**src/rtl/gaussian_filter.sv**
```systemverilog
// -----------------------------------------------------------------------------
// gaussian_filter
//
// 3x3 Gaussian smoothing of a signed raster stream (kernel [1 2 1; 2 4 2; 1 2 1]
// divided by 16). Only fully populated windows produce an output, so a
// ROWS x COLS input frame yields (ROWS-2) x (COLS-2) outputs in raster order.
// Frames follow one another without any gap.
//
// Optional feature macro: GAUSS_ROUND_EN
//   defined   : result = (sum + 8) >>> 4  (round half toward +inf)
//   undefined : result = sum >>> 4        (truncate toward -inf)
//
// Ports
//   clk               in   single clock, rising edge
//   reset             in   synchronous, active-high
//   pixel_in_TDATA    in   input pixel (signed), raster order
//   pixel_in_TVALID   in   input beat valid
//   pixel_in_TREADY   out  input ready (low while reset or output stalled)
//   pixel_out_TDATA   out  filtered pixel (signed)
//   pixel_out_TVALID  out  output beat valid
//   pixel_out_TREADY  in   downstream ready
// -----------------------------------------------------------------------------
module gaussian_filter #(
    parameter int PIXEL_BIT_WIDTH  = 16,
    parameter int ROWS             = 48,
    parameter int COLS             = 48,
    parameter int IMG_ROW_BITWIDTH = 10,
    parameter int IMG_COL_BITWIDTH = 10
) (
    input  logic                       clk,
    input  logic                       reset,
    input  logic [PIXEL_BIT_WIDTH-1:0] pixel_in_TDATA,
    input  logic                       pixel_in_TVALID,
    output logic                       pixel_in_TREADY,
    output logic [PIXEL_BIT_WIDTH-1:0] pixel_out_TDATA,
    output logic                       pixel_out_TVALID,
    input  logic                       pixel_out_TREADY
);

    localparam int PW = PIXEL_BIT_WIDTH;
    localparam int SW = PIXEL_BIT_WIDTH + 4;            // headroom for weight sum of 16
    localparam int AW = (COLS > 1) ? $clog2(COLS) : 1;  // line-buffer address width

    // -------------------------------------------------------------------------
    // Handshake and raster counters
    // -------------------------------------------------------------------------
    logic [IMG_ROW_BITWIDTH-1:0] row_q, row_d;
    logic [IMG_COL_BITWIDTH-1:0] col_q, col_d;
    logic                        accept;
    logic                        win_valid;

    // The output stage is a single register: take a new beat whenever that
    // register is empty or is being drained on this edge.
    assign pixel_in_TREADY = !reset && (!pixel_out_TVALID || pixel_out_TREADY);
    assign accept          = pixel_in_TVALID && pixel_in_TREADY;
    assign win_valid       = (row_q >= IMG_ROW_BITWIDTH'(2)) && (col_q >= IMG_COL_BITWIDTH'(2));

    always_comb begin
        col_d = col_q;
        row_d = row_q;
        if (accept) begin
            if (col_q == IMG_COL_BITWIDTH'(COLS - 1)) begin
                col_d = '0;
                row_d = (row_q == IMG_ROW_BITWIDTH'(ROWS - 1)) ? '0 : row_q + 1'b1;
            end else begin
                col_d = col_q + 1'b1;
            end
        end
    end

    always_ff @(posedge clk) begin
        if (reset) begin
            row_q <= '0;
            col_q <= '0;
        end else begin
            row_q <= row_d;
            col_q <= col_d;
        end
    end

    // -------------------------------------------------------------------------
    // Line buffers: lb0 holds the previous row, lb1 the row before that.
    //
    // Reads are registered and addressed by col_d, so the read register always
    // holds the entry for the column about to be accepted. The write on an
    // accept targets col_q while the read targets col_d, which differs from
    // col_q whenever an accept happens, so there is no read/write collision.
    // -------------------------------------------------------------------------
    logic [PW-1:0] lb0_mem [COLS];
    logic [PW-1:0] lb1_mem [COLS];
    logic [PW-1:0] lb0_rd_q;
    logic [PW-1:0] lb1_rd_q;

    always_ff @(posedge clk) begin
        if (accept) begin
            lb0_mem[col_q[AW-1:0]] <= pixel_in_TDATA;
            lb1_mem[col_q[AW-1:0]] <= lb0_rd_q;
        end
        lb0_rd_q <= lb0_mem[col_d[AW-1:0]];
        lb1_rd_q <= lb1_mem[col_d[AW-1:0]];
    end

    // -------------------------------------------------------------------------
    // 3x3 window. Index 0 = row r-2, 1 = row r-1, 2 = row r.
    // Only the two older columns are stored; the newest column is the live
    // {lb1, lb0, pixel} triple, so the sum is formed in the accepting cycle
    // and registered straight into the output stage.
    // -------------------------------------------------------------------------
    logic [2:0][PW-1:0] col_in;
    assign col_in = {pixel_in_TDATA, lb0_rd_q, lb1_rd_q};

    for (genvar gi = 0; gi < 3; gi++) begin : g_row
        logic [PW-1:0]        left_q;   // column c-2 at the next accept
        logic [PW-1:0]        mid_q;    // column c-1 at the next accept
        logic signed [SW-1:0] tap_l;
        logic signed [SW-1:0] tap_m;
        logic signed [SW-1:0] tap_r;
        logic signed [SW-1:0] row_sum;  // horizontal [1 2 1] weighting

        always_ff @(posedge clk) begin
            if (reset) begin
                left_q <= '0;
                mid_q  <= '0;
            end else if (accept) begin
                left_q <= mid_q;
                mid_q  <= col_in[gi];
            end
        end

        assign tap_l   = {{4{left_q[PW-1]}}, left_q};
        assign tap_m   = {{4{mid_q[PW-1]}}, mid_q};
        assign tap_r   = {{4{col_in[gi][PW-1]}}, col_in[gi]};
        assign row_sum = tap_l + (tap_m <<< 1) + tap_r;
    end

    // Vertical [1 2 1] weighting of the three row sums gives the full kernel.
    logic signed [SW-1:0] sum;
    logic signed [SW-1:0] sum_adj;
    logic [PW-1:0]        result;

    assign sum = g_row[0].row_sum + (g_row[1].row_sum <<< 1) + g_row[2].row_sum;

`ifdef GAUSS_ROUND_EN
    assign sum_adj = sum + SW'(8);
`else
    assign sum_adj = sum;
`endif

    // Weights total 16, so the shifted value always fits in PW bits.
    assign result = PW'(sum_adj >>> 4);

    // -------------------------------------------------------------------------
    // Output register
    // -------------------------------------------------------------------------
    always_ff @(posedge clk) begin
        if (reset) begin
            pixel_out_TVALID <= 1'b0;
            pixel_out_TDATA  <= '0;
        end else if (accept && win_valid) begin
            pixel_out_TVALID <= 1'b1;
            pixel_out_TDATA  <= result;
        end else if (pixel_out_TREADY) begin
            pixel_out_TVALID <= 1'b0;
        end
    end

endmodule

```
**config.mk**
```make
export PLATFORM = sky130hd
export DESIGN_NAME = gaussian_filter
export DESIGN_NICKNAME = d
export VERILOG_FILES = /design/src/rtl/gaussian_filter.sv
export SDC_FILE = /design/constraint.sdc
export NUM_CORES = 2
export LEC_CHECK = 0
export CORE_MARGIN = 2
export CORE_UTILIZATION = 30
export DETAILED_ROUTE_END_ITERATION = 10
export MAX_ROUTING_LAYER = met4
export PLACE_DENSITY = 0.53
export SYNTH_ARGS = -nofsm -noshare
export SYNTH_HDL_FRONTEND = slang
export SYNTH_SLANG_ARGS = --single-unit
```
**constraint.sdc**
```tcl
create_clock -name clk -period 9.15 [get_ports clk]
set_input_delay 2.745 -clock clk [delete_from_list [all_inputs] [get_ports clk]]
set_output_delay 2.745 -clock clk [all_outputs]
set_load 0.005 [all_outputs]
```
; ---- After elaboration in Yosys (flattened, before gate mapping)
; Memory sizes are Yosys's and may differ from the RTL's. A register that Yosys moved wholly into a read port is not among the register bits.
; Index checks and enable logic that the tools add are counted.
[op_classes]
div_mod_pow = 0
order_cmp = 2
n_mul = 0
n_shift = 0
n_reduce_logical = 9
n_bitwise = 0
muxes = 7
n_eq_ne = 2
addsub = 10
[op_table]
columns = operator, n
row1 = 18-bit by 16-bit adder with 19-bit output, 3
row2 = 16-bit by 17-bit adder with 18-bit output, 3
row3 = 10-bit by 1-bit adder with 10-bit output (second input constant), 2
row4 = 19-bit by 20-bit adder with 20-bit output, 1
row5 = 20-bit by 19-bit adder with 20-bit output, 1
row6 = 10-bit by 6-bit == test with 1-bit output (second input constant), 2
row7 = 10-bit by 2-bit >= comparator with 1-bit output (second input constant), 2
row8 = 10-bit 2-to-1 mux, 2
row9 = 6-bit 2-to-1 mux, 1
row10 = 1-bit logical AND, 4
row11 = 1-bit 2-to-1 mux, 4
row12 = 1-bit logical NOT, 2
row13 = 2-bit AND reduction, 1
row14 = 2-bit nonzero test, 1
row15 = 1-bit logical OR, 1
[word_totals]
wordCells = 43
inputBits = 20
mem_bits_ro = 0
ram_bits = 1536
ff_bits = 133
memories = 2
latchBits = 0
out_inout_bits = 18
[mem_list]
columns = memory, words, word_bits, read_ports, rd_ports_with_merged_regs, write_ports, line
row1 = lb0_mem, 48, 16, 1, 1, 1, 89  ; logic [PW-1:0] lb0_mem [COLS];
row2 = lb1_mem, 48, 16, 1, 1, 1, 90  ; logic [PW-1:0] lb1_mem [COLS];

; ---- Depth between registers and ports, before layout
[logic_depth]
depth_word = 6
mapped_depth = 28
ltp_nobuf = 28

; ---- Worst setup path after synthesis
; No wires, ideal clock.
[synth_path]
kind = register to register
start = register lb0_rd_q[1], read port of lb0_mem
end = register pixel_out_TDATA[15]
period_less_slack_ns = 6.899
setup_time_ns = 0.086
path_stages_with_launch = 27
n_path_buf = 0
required_ns = 9.064
path_slack_ns = 2.251
arrival_ns = 6.813
path_cell_list = dfxtp_1 > fa_1 > ha_1 > inv_1 > fa_1 > nor2b_1 > o21a_1 > o21ai_0 > a21oi_1 > o21ai_0 > a31oi_1 > or4_1 > nand4_1 > fa_1 > fa_1 > fa_1 > inv_1 > fa_1 > inv_1 > ha_1 > and2_1 > a32oi_1 > o21ai_0 > o41ai_1 > xnor2_1 > xnor2_1 > a211oi_1
[synth_via]
elab_chain_len = 3
[synth_rtl]
columns = element, line
row1 = "start, declared", 91  ; logic [PW-1:0] lb0_rd_q;
row2 = 18-bit by 16-bit adder with 19-bit output, 133  ; assign row_sum = tap_l + (tap_m <<< 1) + tap_r;
row3 = 19-bit by 20-bit adder with 20-bit output, 141  ; assign sum = g_row[0].row_sum + (g_row[1].row_sum <<< 1) + g_row[2].row_sum;
row4 = 20-bit by 19-bit adder with 20-bit output, 141
row5 = "end signal, assigned", 161  ; pixel_out_TDATA <= result;
row6 = "end, declared", 35  ; output logic [PIXEL_BIT_WIDTH-1:0] pixel_out_TDATA,
; No other way between the ends.
; A chain may end at the register's enable or synchronous reset.

; ---- Worst setup path after layout
[layout_path]
start = input pixel_out_TREADY
end = output pixel_in_TREADY
[layout_via]
elab_chain_len = 2
[layout_rtl]
columns = element, line
row1 = "start, declared", 37  ; input logic pixel_out_TREADY
row2 = 1-bit logical OR, 54  ; assign pixel_in_TREADY = !reset && (!pixel_out_TVALID || pixel_out_TREADY);
row3 = 1-bit logical AND, 54
row4 = "end, declared", 34  ; output logic pixel_in_TREADY,
; No other way between the ends.

==> results_dict.tcl <==
set metrics [dict create \
    status "completed" \
    drc 0 \
    end_kind "output pin" \
    pre_cts_ws_ps 1530 \
    die_area_sq_um 233800 \
    wl_per_cell_um 25.63 \
    relSlewSlack_pct 10.63 \
    clock-sinks 1701 \
    skew_ps 34.95 \
    ys_seq_elements 1701 \
    clock-root-buffer "clkbuf_16" \
    crit_chain "clkdlybuf4s50_1, nor2b_1, nor2_1, clkdlybuf4s50_1" \
    ir_drop_v 0.0001527 \
    synth_common_cells "edfxtp_1, nand2_1, nand3_1" \
    synthArstFlopShare_pct 0 \
    vias 39650 \
    worst_slack_ps 1503 \
    grt_pass1_wl_mm 288.2 \
    tns_ps 0 \
    wirelength_mm 200.6 \
    grt_usage_pct 17.38 \
    synth_area_sq_um 68980 \
    hold_class "reg -> reg" \
    power_density_nw_per_um2 236.6 \
    antenna_left 0 \
    syn2layout_area_growth_pct 14.88 \
    synthDistinctLibCells 60 \
    synth-edff-count 1536 \
    slew_viol_final 0 \
    yosysSeqAreaShare_pct 71.65 \
    numCtsBuffers 175 \
    n_fill_cell 21770 \
    grt-ovfl-total 0 \
    gp_congestion 0.8659 \
    avgSynthCellArea_sq_um 15.20 \
    slowest_delay_ps 750 \
    synth_cells 4539 \
    hold_viol_final 0 \
    grt_setup_unrepaired "no" \
    die_w_um 483.5 \
    antenna_found_initial 11 \
    fin_crit_sh_pct 83.57 \
    cts_hold_buf 0 \
    cp_num_buf_inv 2 \
    cp_top_family "buffers and inverters" \
    synth_area_leaders "edfxtp_1, mux4_2, dfxtp_1" \
    cts_htree_levels 4 \
    synth_top_area_share_pct 66.86 \
    cpMostUsedCell "clkdlybuf4s50_1" \
    portBuffers 37 \
    synth_largest_area_cell "edfxtp_1" \
    final_area_sq_um 79250 \
    drt_first_pass_iters 6 \
    worst_slew_pin_slew_ps 1337 \
    die_h_um 483.5 \
    cp_slowest_cell "nor2b_1" \
    initial_utilization_pct 30.09 \
    fmax_mhz 130.8 \
    pin_count 38 \
    yosysMostFrequentCell "edfxtp_1" \
    grt_max_degree 98 \
    ys_warn_count 0 \
    grt_pass1_vias 39300 \
    critPathMaxFanout 12 \
    avgViaCountPerCell 5.067 \
    cts_setup_buffers 0 \
    drive_gt1_share_pct 13.95 \
    core.rowCount 176 \
    rrSetupSlack_ps 1800 \
    ys.flop_type "edfxtp_1" \
    clkSlewWorstSetupHoldPaths_ps 70 \
    synthesis.nets 4702 \
    dpl.hpwl_mm 119.2 \
    min_period_ps 7647 \
    place_area_sq_um 73790 \
    nNetsFinal 4812 \
    cp.arrival_ps 4900 \
    tritoncts "yes" \
    ctsResizeCount 0 \
    cts_max_path_buffers 3 \
    setup_violations 0 \
    drtIter0Drc 3901 \
    maxCapViolations 0 \
    required_ps 6410 \
    worstSkewPairLatency_ps 830 \
    cellLeakagePower_nw 26.23 \
    coreArea_sq_um 229200 \
    crit_type "in -> out" \
    start_kind "input port" \
]
cell type report:
| cell class | count | area [sq um] | area share (%) |
|---|---|---|---|
| clock inverter | 71 | 579.3 | 0.7310 |
| multi-input combinational | 2408 | 18340 | 23.14 |
| clock buffer | 254 | 4878 | 6.156 |
| timing repair buffer | 191 | 1569 | 1.980 |
| tap | 3026 | 3786 | 4.778 |
| antenna | 2 | 5.005 | 0.006315 |
| inverter | 172 | 645.6 | 0.8147 |
| sequential | 1701 | 49440 | 62.39 |
through the flow:
stage	std cells	power (mW)	hold slack, ps	util [%]
after floorplan	4539	11.14	425.1	-
after global placement	7498	12.08	433.5	32.19
after detailed placement	7498	12.07	438.2	32.19
after CTS	7823	18.90	448.0	34.57
after global routing	7825	19.58	480.0	34.57
final	7825	18.75	444.5	34.57
sequential cells by signal (all words and copies together) (netlist names):
name,flops
pixel_out_TVALID,1
lb0_rd_q,16
g_row.mid_q,48
lb1_mem,768
g_row.left_q,48
row_q,10
lb0_mem,768
col_q,10
lb1_rd_q,16
pixel_out_TDATA,16
tightest hold or removal path, stage by stage (launching register included):
cell,delay [ps]
dfxtp_1,320
nand2_1,50
o31ai_1,50
cell usage in the layout, fill, tap and decap left out, types with 11 or more instances in the layout:
cell,n
nand4_1,63
clkbuf_1,61
o21ai_0,37
clkinv_2,23
or4_1,11
dfxtp_1,151
clkbuf_16,177
o31ai_1,36
dfxtp_2,14
nand3b_1,62
nor3_1,20
and3_1,16
a32o_1,23
a31oi_1,28
o22ai_1,62
nor4_1,60
xor2_1,22
fa_1,103
edfxtp_1,1536
clkinv_1,27
ha_1,40
buf_4,145
nor2_4,50
o21ai_1,25
a221o_1,17
mux2i_1,174
nand2_1,829
or3_1,11
mux4_2,167
inv_1,172
a21oi_1,142
nor2_1,54
clkdlybuf4s50_1,20
buf_2,16
nand3_1,205
o32a_1,21
clkbuf_8,16
xnor2_1,23
per-layer routing:
layer  part of all wire [%]  GRT usage (%)  up-vias
met5                      0              -        -
met4                    2.3          4.489        0
met3                    6.0          2.667      285
met2                     48          27.36     1294
met1                     44          23.50    20760
li1                       -              -    17320
power breakdown:
part | switching (mW) | total, mW | internal, mW | leakage, nW
clock | 3.01 | 6.86 | 3.85 | 2.66
combinational | 1.97 | 3.22 | 1.25 | 8.37
sequential | 0.0501 | 8.67 | 8.62 | 15.2
total | 5.02 | 18.8 | 13.7 | 26.2
kinds of logic after synthesis:
family	count (synthesis)	share of synthesized area (%)
compound gates	450	4.250
xor+xnor	45	0.5713
fa+ha+maj	143	3.715
buf+inv	430	2.496
flops	1701	71.65
mux	345	8.041
simple gates	1425	9.274
final timing paths:
check / start / end / cells past startpoint
max: pixel_out_TREADY / pixel_in_TREADY / 4
min: g_row[2].mid_q[13] / g_row[2].left_q[13] / 2
max reg2reg: lb0_rd_q[3] / pixel_out_TDATA[15] / 25
min reg2reg: g_row[2].mid_q[13] / g_row[2].left_q[13] / 2
(Power assumes the default switching activity.)
